===== src/rtl/sdpram_fifo_ctrl_if.sv =====
// Stream handshake bundle for the SDP-RAM FIFO controller.
// The producer/consumer side uses master and the controller uses slave.
interface sdpram_fifo_ctrl_if #(
   parameter int DATA_WIDTH = 32
);
   logic                  s_valid;
   logic                  s_ready;
   logic [DATA_WIDTH-1:0] s_data;
   logic                  m_valid;
   logic                  m_ready;
   logic [DATA_WIDTH-1:0] m_data;

   modport master (
      output s_valid, s_data, m_ready,
      input  s_ready, m_valid, m_data
   );

   modport slave (
      input  s_valid, s_data, m_ready,
      output s_ready, m_valid, m_data
   );
endinterface


===== src/rtl/sdpram_fifo_ctrl.sv =====
// FIFO controller over a simple dual-port RAM: port-A writes for accepted beats,
// port-B reads that refill a small output buffer feeding the consumer.
module sdpram_fifo_ctrl #(
   parameter int ADDR_WIDTH = 8,
   parameter int DATA_WIDTH = 32,
   parameter int STRB_WIDTH = DATA_WIDTH / 8,
   parameter int OBUF_DEPTH = 4
) (
   input  logic                  clk,
   input  logic                  rst,
   input  logic                  flush,
   sdpram_fifo_ctrl_if.slave     st,
   output logic [STRB_WIDTH-1:0] wena,
   output logic [ADDR_WIDTH-1:0] addra,
   output logic [DATA_WIDTH-1:0] dina,
   output logic                  renb,
   output logic [ADDR_WIDTH-1:0] addrb,
   input  logic [DATA_WIDTH-1:0] doutb,
   input  logic                  dvalb,
   output logic [ADDR_WIDTH:0]   level,
   output logic                  err_unexp
);

   localparam int MEM_DEPTH = 2 ** ADDR_WIDTH;
   localparam int PTR_W     = ADDR_WIDTH + 1;
   localparam int OCC_W     = $clog2(OBUF_DEPTH + 1);
   localparam int IDX_W     = (OBUF_DEPTH > 1) ? $clog2(OBUF_DEPTH) : 1;
   localparam int CNT_W     = OCC_W + 1;

   logic [PTR_W-1:0]      wr_ptr, rd_ptr, wr_cmt;
   logic [PTR_W-1:0]      wr_ptr_d, rd_ptr_d, wr_cmt_d;
   logic [PTR_W-1:0]      fill, level_d;
   logic [CNT_W-1:0]      inflight, discard, inflight_d, discard_d;
   logic [OCC_W-1:0]      occ, occ_d;
   logic [IDX_W-1:0]      head, tail;
   logic [DATA_WIDTH-1:0] obuf [OBUF_DEPTH];
   logic [CNT_W:0]        buf_claim;
   logic                  accept, issue, pop, push;
   logic                  ret_drop, ret_take, ret_err;

   function automatic logic [IDX_W-1:0] idx_inc(input logic [IDX_W-1:0] i);
      return (i == IDX_W'(OBUF_DEPTH - 1)) ? '0 : i + IDX_W'(1);
   endfunction

   assign fill       = wr_ptr - rd_ptr;
   assign st.s_ready = ~rst & (fill != PTR_W'(MEM_DEPTH));
   assign st.m_valid = (occ != '0);
   assign st.m_data  = obuf[head];

   assign accept = st.s_valid & st.s_ready & ~flush;
   assign pop    = st.m_valid & st.m_ready & ~flush;

   // Returns from reads issued before a flush drain the discard count first,
   // since they arrive ahead of any read issued afterwards.
   assign ret_drop = dvalb & (discard != '0);
   assign ret_take = dvalb & (discard == '0) & (inflight != '0);
   assign ret_err  = dvalb & (discard == '0) & (inflight == '0);
   assign push     = ret_take & ~flush;

   // Buffer space is reserved at issue time so a return always has a slot.
   assign buf_claim = (CNT_W+1)'(occ) + (CNT_W+1)'(inflight) - (CNT_W+1)'(pop);
   assign issue     = (rd_ptr != wr_cmt) & (buf_claim < (CNT_W+1)'(OBUF_DEPTH)) & ~flush;

   always_comb begin
      wr_ptr_d   = wr_ptr + PTR_W'(accept);
      rd_ptr_d   = rd_ptr + PTR_W'(issue);
      wr_cmt_d   = wr_cmt + PTR_W'(wena != '0);
      inflight_d = inflight + CNT_W'(issue) - CNT_W'(ret_take);
      discard_d  = discard - CNT_W'(ret_drop);
      occ_d      = occ + OCC_W'(push) - OCC_W'(pop);
      if (flush) begin
         wr_ptr_d   = '0;
         rd_ptr_d   = '0;
         wr_cmt_d   = '0;
         inflight_d = '0;
         discard_d  = discard - CNT_W'(ret_drop) + inflight - CNT_W'(ret_take);
         occ_d      = '0;
      end
      level_d = (wr_ptr_d - rd_ptr_d) + PTR_W'(inflight_d) + PTR_W'(occ_d);
   end

   always_ff @(posedge clk or posedge rst) begin
      if (rst) begin
         wr_ptr    <= '0;
         rd_ptr    <= '0;
         wr_cmt    <= '0;
         inflight  <= '0;
         discard   <= '0;
         occ       <= '0;
         head      <= '0;
         tail      <= '0;
         level     <= '0;
         err_unexp <= 1'b0;
         wena      <= '0;
         addra     <= '0;
         dina      <= '0;
         renb      <= 1'b0;
         addrb     <= '0;
         for (int i = 0; i < OBUF_DEPTH; i++) obuf[i] <= '0;
      end else begin
         wr_ptr   <= wr_ptr_d;
         rd_ptr   <= rd_ptr_d;
         wr_cmt   <= wr_cmt_d;
         inflight <= inflight_d;
         discard  <= discard_d;
         occ      <= occ_d;
         level    <= level_d;
         if (ret_err) err_unexp <= 1'b1;

         // Write stage: one port-A pulse per accepted beat.
         wena <= {STRB_WIDTH{accept}};
         if (accept) begin
            addra <= wr_ptr[ADDR_WIDTH-1:0];
            dina  <= st.s_data;
         end

         // Read stage: port-B request for the next committed word.
         renb <= issue;
         if (issue) addrb <= rd_ptr[ADDR_WIDTH-1:0];

         // Return stage: read data lands at the buffer tail.
         if (push) begin
            obuf[tail] <= doutb;
            tail       <= idx_inc(tail);
         end
         if (pop) head <= idx_inc(head);
         if (flush) begin
            head <= '0;
            tail <= '0;
         end
      end
   end

endmodule


===== src/flat_wrapper.sv =====
// flat-port wrapper written by rule: the top's interface ports become plain ports
module sdpram_fifo_ctrl_flat 
#(
   parameter int ADDR_WIDTH = 8,
   parameter int DATA_WIDTH = 32,
   parameter int STRB_WIDTH = DATA_WIDTH / 8,
   parameter int OBUF_DEPTH = 4
)
  (clk, rst, flush, wena, addra, dina, renb, addrb, doutb, dvalb, level, err_unexp, st_s_valid, st_s_data, st_m_ready, st_s_ready, st_m_valid, st_m_data);
  sdpram_fifo_ctrl_if #(.DATA_WIDTH(DATA_WIDTH)) st_i ();
  input  logic clk;
  input  logic rst;
  input  logic flush;
  output logic [STRB_WIDTH-1:0] wena;
  output logic [ADDR_WIDTH-1:0] addra;
  output logic [DATA_WIDTH-1:0] dina;
  output logic renb;
  output logic [ADDR_WIDTH-1:0] addrb;
  input  logic [DATA_WIDTH-1:0] doutb;
  input  logic dvalb;
  output logic [ADDR_WIDTH:0] level;
  output logic err_unexp;
  input wire logic [$bits(st_i.s_valid)-1:0] st_s_valid;
  input wire logic [$bits(st_i.s_data)-1:0] st_s_data;
  input wire logic [$bits(st_i.m_ready)-1:0] st_m_ready;
  output wire logic [$bits(st_i.s_ready)-1:0] st_s_ready;
  output wire logic [$bits(st_i.m_valid)-1:0] st_m_valid;
  output wire logic [$bits(st_i.m_data)-1:0] st_m_data;
  assign st_i.s_valid = st_s_valid;
  assign st_i.s_data = st_s_data;
  assign st_i.m_ready = st_m_ready;
  assign st_s_ready = st_i.s_ready;
  assign st_m_valid = st_i.m_valid;
  assign st_m_data = st_i.m_data;
  sdpram_fifo_ctrl #(.ADDR_WIDTH(ADDR_WIDTH), .DATA_WIDTH(DATA_WIDTH), .STRB_WIDTH(STRB_WIDTH), .OBUF_DEPTH(OBUF_DEPTH)) u_core (.clk(clk), .rst(rst), .flush(flush), .st(st_i), .wena(wena), .addra(addra), .dina(dina), .renb(renb), .addrb(addrb), .doutb(doutb), .dvalb(dvalb), .level(level), .err_unexp(err_unexp));
endmodule

===== config.mk =====
export PLATFORM = sky130hd
export DESIGN_NAME = sdpram_fifo_ctrl_flat
export DESIGN_NICKNAME = d
export VERILOG_FILES = /design/src/rtl/sdpram_fifo_ctrl_if.sv /design/src/rtl/sdpram_fifo_ctrl.sv /design/src/flat_wrapper.sv
export SDC_FILE = /design/constraint.sdc
export NUM_CORES = 1
export LEC_CHECK = 0
export ABC_AREA = 1
export ABC_CLOCK_PERIOD_IN_PS = 11560
export CAP_MARGIN = 20
export CELL_PAD_IN_SITES_DETAIL_PLACEMENT = 1
export CELL_PAD_IN_SITES_GLOBAL_PLACEMENT = 1
export CORE_MARGIN = 4
export CORE_UTILIZATION = 43
export DETAILED_ROUTE_END_ITERATION = 10
export PLACE_DENSITY_LB_ADDON = 0.1
export SLEW_MARGIN = 5
export SYNTH_ARGS = -nofsm -noshare
export SYNTH_HDL_FRONTEND = slang
export SYNTH_SLANG_ARGS = --single-unit

===== constraint.sdc =====
create_clock -name clk -period 11.56 [get_ports clk]
set_input_delay 1.156 -clock clk [delete_from_list [all_inputs] [get_ports clk]]
set_output_delay 1.156 -clock clk [all_outputs]
set_load 0.02 [all_outputs]

== Yosys cells after proc, flatten, opt, wreduce, memory -nomap -nowiden ==
Index checks and enable logic that the tools add are counted.

* Bits in registers: 230
* Input port bits: 70
* Output and inout bits: 97
* Word-level logic and storage cells: 88

* Add/sub/neg operators: 18
* Order comparisons: 4
* Eq/ne operators: 4
* Muxes and demuxes: 18
* Bitwise operators: 16
* Reductions and logical operators: 9

{| class="wikitable"
|+ Operators by type and width
! cell !! number
|-
| $bwmux 128 || 1
|-
| $mux 32 || 3
|-
| $bmux 32 s2 || 1
|-
| $demux 32 s2 || 1
|-
| $add 9x1->9 || 3
|-
| $mux 9 || 3
|-
| $sub 9x9->9 || 2
|-
| $and 1x1->1 || 12
|-
| $mux 2 || 6
|-
| $reduce_bool 4->1 || 3
|-
| $sub 4x1->4 || 3
|-
| $add 9x3->9 || 1
|-
| $add 9x4->9 || 1
|-
| $ne 9x9->1 || 1
|-
| $ne 9x9->1 const B || 1
|-
| $logic_not 4->1 || 2
|-
| $mux 4 || 2
|-
| $ge 3x3->1 const B || 2
|-
| $not 2->3 || 2
|-
| $add 3x4->5 || 1
|-
| $lt 5x3->1 const B || 1
|-
| $sub 5x1->5 || 1
|-
| $add 2x1->2 const B || 2
|-
| $add 4x1->4 || 1
|-
| other kinds (10) || 13
|}

== Longest topological paths before layout ==
* Word-level depth: 12
* Gate-level depth with buffers: 33
* Gate-level depth less buffers: 33

== Worst setup path after synthesis ==
No wires, ideal clock.

* Path kind: input to output
* Start point: input port rst
* End point: output port st_s_ready
* Arrival time: 8627 ps
* Data required time: 10404 ps
* Path slack: 1777 ps
* Stages: 4
* Buffers on the path: 1
* Path through: clkinv_1 > clkbuf_1 > nand2_1 > inv_1

* Cells in the longest elaborated chain, start to end: 2

{| class="wikitable"
|+ Ends and longest elaborated chain
! element !! line !! text
|-
| start: declaration || flat_wrapper.sv:12 || <nowiki>input logic rst;</nowiki>
|-
| $not 1->1 || sdpram_fifo_ctrl.sv:46 || <nowiki>assign st.s_ready = ~rst & (fill != PTR_W'(MEM_DEPTH));</nowiki>
|-
| $and 1x1->1 || sdpram_fifo_ctrl.sv:46 ||
|-
| end: declaration || flat_wrapper.sv:26 || <nowiki>output wire logic [$bits(st_i.s_ready)-1:0] st_s_ready;</nowiki>
|}

No other way between the ends.

== Worst setup path in the final report ==
* Start point: input port flush
* End point: register u_core.level[7]

* Cells in the longest elaborated chain, start to end: 11
* Elaborated cells on any way between the ends: 21
* Classes of those cells: add/sub (10); order compare (1); mux (4); bitwise (6)

{| class="wikitable"
|+ Ends and longest elaborated chain
! element !! line !! text
|-
| start: declaration || flat_wrapper.sv:13 || <nowiki>input logic flush;</nowiki>
|-
| $not 1->1 (*) || sdpram_fifo_ctrl.sv:51, sdpram_fifo_ctrl.sv:62 ||
|-
| $and 1x1->1 || sdpram_fifo_ctrl.sv:51 || <nowiki>assign pop = st.m_valid & st.m_ready & ~flush;</nowiki>
|-
| $sub 5x1->5 || sdpram_fifo_ctrl.sv:61 || <nowiki>assign buf_claim = (CNT_W+1)'(occ) + (CNT_W+1)'(inflight) - (CNT_W+1)'(pop);</nowiki>
|-
| $lt 5x3->1 || sdpram_fifo_ctrl.sv:62 || <nowiki>assign issue = (rd_ptr != wr_cmt) & (buf_claim < (CNT_W+1)'(OBUF_DEPTH)) & ~flush;</nowiki>
|-
| $and 1x1->1 || sdpram_fifo_ctrl.sv:62 ||
|-
| $and 1x1->1 (*) || sdpram_fifo_ctrl.sv:62 ||
|-
| net u_core.issue || sdpram_fifo_ctrl.sv:38 || <nowiki>logic accept, issue, pop, push;</nowiki>
|-
| $add 9x1->9 or $add 4x1->4 (tied branches) || sdpram_fifo_ctrl.sv:66, sdpram_fifo_ctrl.sv:68 ||
|-
| $mux 9 or $sub 4x1->4 (tied branches) || sdpram_fifo_ctrl.sv:71, sdpram_fifo_ctrl.sv:68 ||
|-
| $sub 9x9->9 or $mux 4 (tied branches) || sdpram_fifo_ctrl.sv:79, sdpram_fifo_ctrl.sv:71 ||
|-
| $add 9x4->9 (*) || sdpram_fifo_ctrl.sv:79 || <nowiki>level_d = (wr_ptr_d - rd_ptr_d) + PTR_W'(inflight_d) + PTR_W'(occ_d);</nowiki>
|-
| $add 9x3->9 (*) || sdpram_fifo_ctrl.sv:79 ||
|-
| net u_core.level_d[7] || sdpram_fifo_ctrl.sv:32 || <nowiki>logic [PTR_W-1:0] fill, level_d;</nowiki>
|-
| end signal: assignment || sdpram_fifo_ctrl.sv:107 || <nowiki>level <= level_d;</nowiki>
|-
| end: declaration || sdpram_fifo_ctrl.sv:20 || <nowiki>output logic [ADDR_WIDTH:0] level,</nowiki>
|}

Mark *: on every way through the listed nets, which the timed path passes. The rest lies on a longest branch.
A chain may end at the register's enable or synchronous reset.

==> reports/summary.log <==
INFO  timing         slew_headroom=0.338
INFO  status         status=completed
INFO  min_path       holdCritPathClass=flop to flop
INFO  placement      place_hpwl=20,400um
INFO  grt            first_pass_grt_wire_length=51,000um
INFO  placement      placedInstanceArea=13,600um2
INFO  timing         finalSetupViolations=0
INFO  power_and_ir_drop part_of_the_total_power_dissipated_in_the_clock_network=0.278
INFO  timing         achievable-frequency=155MHz
INFO  synthesis      post_syn_instances=1,185
INFO  power_and_ir_drop power.share.combinational=0.402
INFO  critical_path  timing.critical_path.arrival=6870ps
INFO  power_and_ir_drop power.internal=1920uW
INFO  job            max-cap-violations=0
INFO  synthesis      synth_nets=1,319
INFO  critical_path  crit_path_max_fanout=28
INFO  floorplan      fp.dieW=173um
INFO  critical_path  worstSetupEndpointType=flop
INFO  final_layout   antenna_cells_inserted=0
INFO  timing         final-hold-violation-count=0
INFO  timing         maxSlewViolCount=0
INFO  cts            tritoncts.num_buffers=27
INFO  grt            grt_antenna_before_repair=0
INFO  floorplan      y_dimension_of_the_die=173um
INFO  cts            cts_hold_repair.buffers=0
INFO  floorplan      ioPinCount=167
INFO  synthesis      synth_edf_count=0
INFO  route          remaining_drc_errors=0
INFO  grt            grt_max_degree=85
INFO  timing         unrepaired_setup_endpoints_after_global_routing=false
INFO  placement      numPortBuffers=166
INFO  route          drt_iter0_drcs=394
INFO  synthesis      avgSynthCellArea=9.92um2
INFO  floorplan      coreArea=27,000um2
INFO  route          firstDrtPassIters=4
INFO  grt            grt_pass1_vias=9,637
INFO  synthesis      number_of_library_cell_types_mapped_by_synthesis=39
INFO  route          vias_per_cell=5.26
INFO  grt            globalRouteOverflowTotal=0
INFO  final_layout   most-common-layout-cells=dfrtp_1 (229), nand2_1 (195), clkdlybuf4s50_1 (166)
INFO  timing         fin_crit=6450ps
INFO  final_layout   area_used_by_multi_input_combinational_logic=5220um2
INFO  floorplan      initial_core_util=0.436
INFO  synthesis      synth.yosys.seq_area_share=0.490
INFO  synthesis      postSynth.topFlopCell=dfrtp_1
INFO  power_and_ir_drop cellLeakagePower=0.00729uW
INFO  synthesis      syn_warnings=0
INFO  power_and_ir_drop power.net_switching=1090uW
INFO  cts            tritoncts=yes
INFO  cts            clk_pin_slew_worst_paths=60ps
INFO  power_and_ir_drop seq_power_share=0.320
INFO  cts            cts_buffer_depth=3
INFO  cts            cts_htree_levels=1
INFO  synthesis      post_synth_instance_area=11,800um2
INFO  critical_path  required_time_of_the_worst_setup_path=11,980ps
INFO  route          wl=30,900um
INFO  cts            cts_repair_resize_count=0
INFO  power_and_ir_drop switching_share=0.362
INFO  final_layout   finish.instance_area=14,600um2
INFO  final_layout   final-seq-area=5760um2
INFO  synthesis      synth_async_sr_flop_share=1.00
INFO  final_layout   area.growth.synth_to_final=23.8%
INFO  final_layout   n_fill_cell=2,991
INFO  cts            worstSkewPairLatency=530ps
INFO  route          detail_route.wl_per_cell=18.2um
INFO  timing         max_slew.worst_pin.slew=993ps
INFO  cts            cts-root-buf=clkbuf_16
INFO  route          number_of_nets_with_antenna_violations_after_detailed_routing=0
INFO  final_layout   final_common_cell=dfrtp_1
INFO  timing         layout_worst_path_cycle_share=0.558
INFO  cts            post-cts-setup-buffers=0
INFO  final_layout   final_net_count=1,473
INFO  timing         finClkSkew=9.67ps
INFO  cts            clock_sinks=230
INFO  critical_path  start_kind=input pin
INFO  critical_path  timing_worst_setup_path_type=input pin to flop
INFO  final_layout   post_route_cells_drive_above_1_share=0.148
INFO  floorplan      die_area=30,100um2
INFO  grt            grt_util_all_layers=0.203
INFO  synthesis      synth.ff_latch_count=230
INFO  floorplan      site_row_count=60
INFO  power_and_ir_drop power.density_cell_area=207nW/um2
INFO  route          route.vias.total=8,946
INFO  power_and_ir_drop worst_ir_drop_vdd=0.143mV
INFO  placement      gp_weighted_congestion=0.789
INFO  timing         timing.setup.tns=0ps
-- layer usage --
| layer | share of wire | GRT usage | wire length, um |
|---|---|---|---|
| met1 | 0.44 | 0.257 | 13500 |
| met2 | 0.51 | 0.372 | 15800 |
| met3 | 0.033 | 0.0312 | 1030 |
| met4 | 0.017 | 0.0386 | 511 |
| met5 | 0 | 0 | 0 |
-- area by class of cell --
type,instances,share of cell area
clock inverter,12,0.00662
timing repair buffer,181,0.125
tap,341,0.0293
inverter,117,0.0307
clock buffer,38,0.0541
sequential,230,0.395
multi-input combinational,782,0.358
-- power by group through the flow --
stage / Sequential, uW / Combinational (uW) / Clock (uW)
after floorplan: 1030 / 713 / 0
after global placement: 975 / 1190 / 0
after detailed placement: 980 / 1220 / 0
after CTS: 966 / 1230 / 862
after global routing: 977 / 1350 / 897
final: 964 / 1210 / 838
-- through the flow --
stage                     cells  worst slack, ps  power [uW]  hold slack, ps   util
final                      1701             5110        3010             465  0.540
after global routing       1701             4640        3230             500  0.540
after CTS                  1699             5090        3060             472  0.538
after detailed placement   1649             4590        2200             457  0.506
after global placement     1648             4660        2170             453  0.505
after floorplan            1185             1070        1750             459      -
-- path summary, 6_finish.rpt --
path | startpoint | endpoint | slack [ps] | cells after the start
max reg2reg | u_core.rd_ptr[4]$_DFF_PP0_ | u_core.level[8]$_DFF_PP0_ | 6000 | 29
max | flush | u_core.level[7]$_DFF_PP0_ | 5110 | 28
max in group asynchronous | rst | u_core.obuf[60]$_DFFE_PP0P_ | 8840 | 5
min | u_core.addra[1]$_DFFE_PP0N_ | u_core.addra[1]$_DFFE_PP0N_ | 470 | 2
min reg2reg | u_core.addra[1]$_DFFE_PP0N_ | u_core.addra[1]$_DFFE_PP0N_ | 470 | 2
min in group asynchronous | rst | u_core.dina[10]$_DFFE_PP0N_ | 1050 | 2
-- registers in the layout, indices dropped and copies added (netlist names), 8 cells and up --
signal and count:
u_core.obuf 128, u_core.dina 32, u_core.level 9, u_core.rd_ptr 9
u_core.wr_cmt 9, u_core.wr_ptr 9, u_core.addra 8, u_core.addrb 8
-- logic make-up after synthesis --
family	after synthesis	share of synthesized area
AND/OR/NAND/NOR	419	0.160
multiplexers	129	0.123
adder cells (fa/ha/maj)	64	0.0745
buffers and inverters	173	0.0669
flip-flops	230	0.490
XOR/XNOR	23	0.0171
AO/OA/AOI/OAI	147	0.0680
-- cells in the mapped netlist, types with 3 or more instances --
library cell | instances | area, um2
dfrtp_1 | 230 | 5760
nor3_1 | 14 | 70.1
buf_4 | 3 | 22.5
nand2_1 | 195 | 732
xnor2_1 | 11 | 96.3
buf_6 | 16 | 180
nor2_1 | 103 | 387
ha_1 | 54 | 676
nand4_1 | 55 | 344
fa_1 | 10 | 200
a21oi_1 | 25 | 125
nand3_1 | 30 | 150
buf_2 | 5 | 25.0
mux2_2 | 114 | 1280
o22ai_1 | 32 | 200
clkbuf_1 | 32 | 120
mux2_1 | 14 | 158
nor2_2 | 3 | 18.8
nand3_2 | 5 | 50.1
xor2_1 | 12 | 105
nor2_4 | 5 | 56.3
o21ai_0 | 80 | 400
inv_1 | 114 | 428
-- worst max-delay path, stage by stage --
cell and delay [ps]:
clkdlybuf4s50_1 390, buf_4 250, inv_2 390, nand4_1 190, ha_1 330, nand2_1 50
inv_1 70, nand3_2 80, nand2_1 80, nand2_1 80, nand2_1 80, nand2_2 120
nand4_2 230, inv_1 110, ha_1 240, fa_1 490, nand2_1 90, fa_1 530
inv_1 50, fa_1 500, ha_1 170, inv_1 60, fa_1 400, o21ai_0 310
a21oi_1 110, nor2_1 100, nor2_1 50, xnor2_1 110
Note: power is estimated with default switching activity, not from simulation.
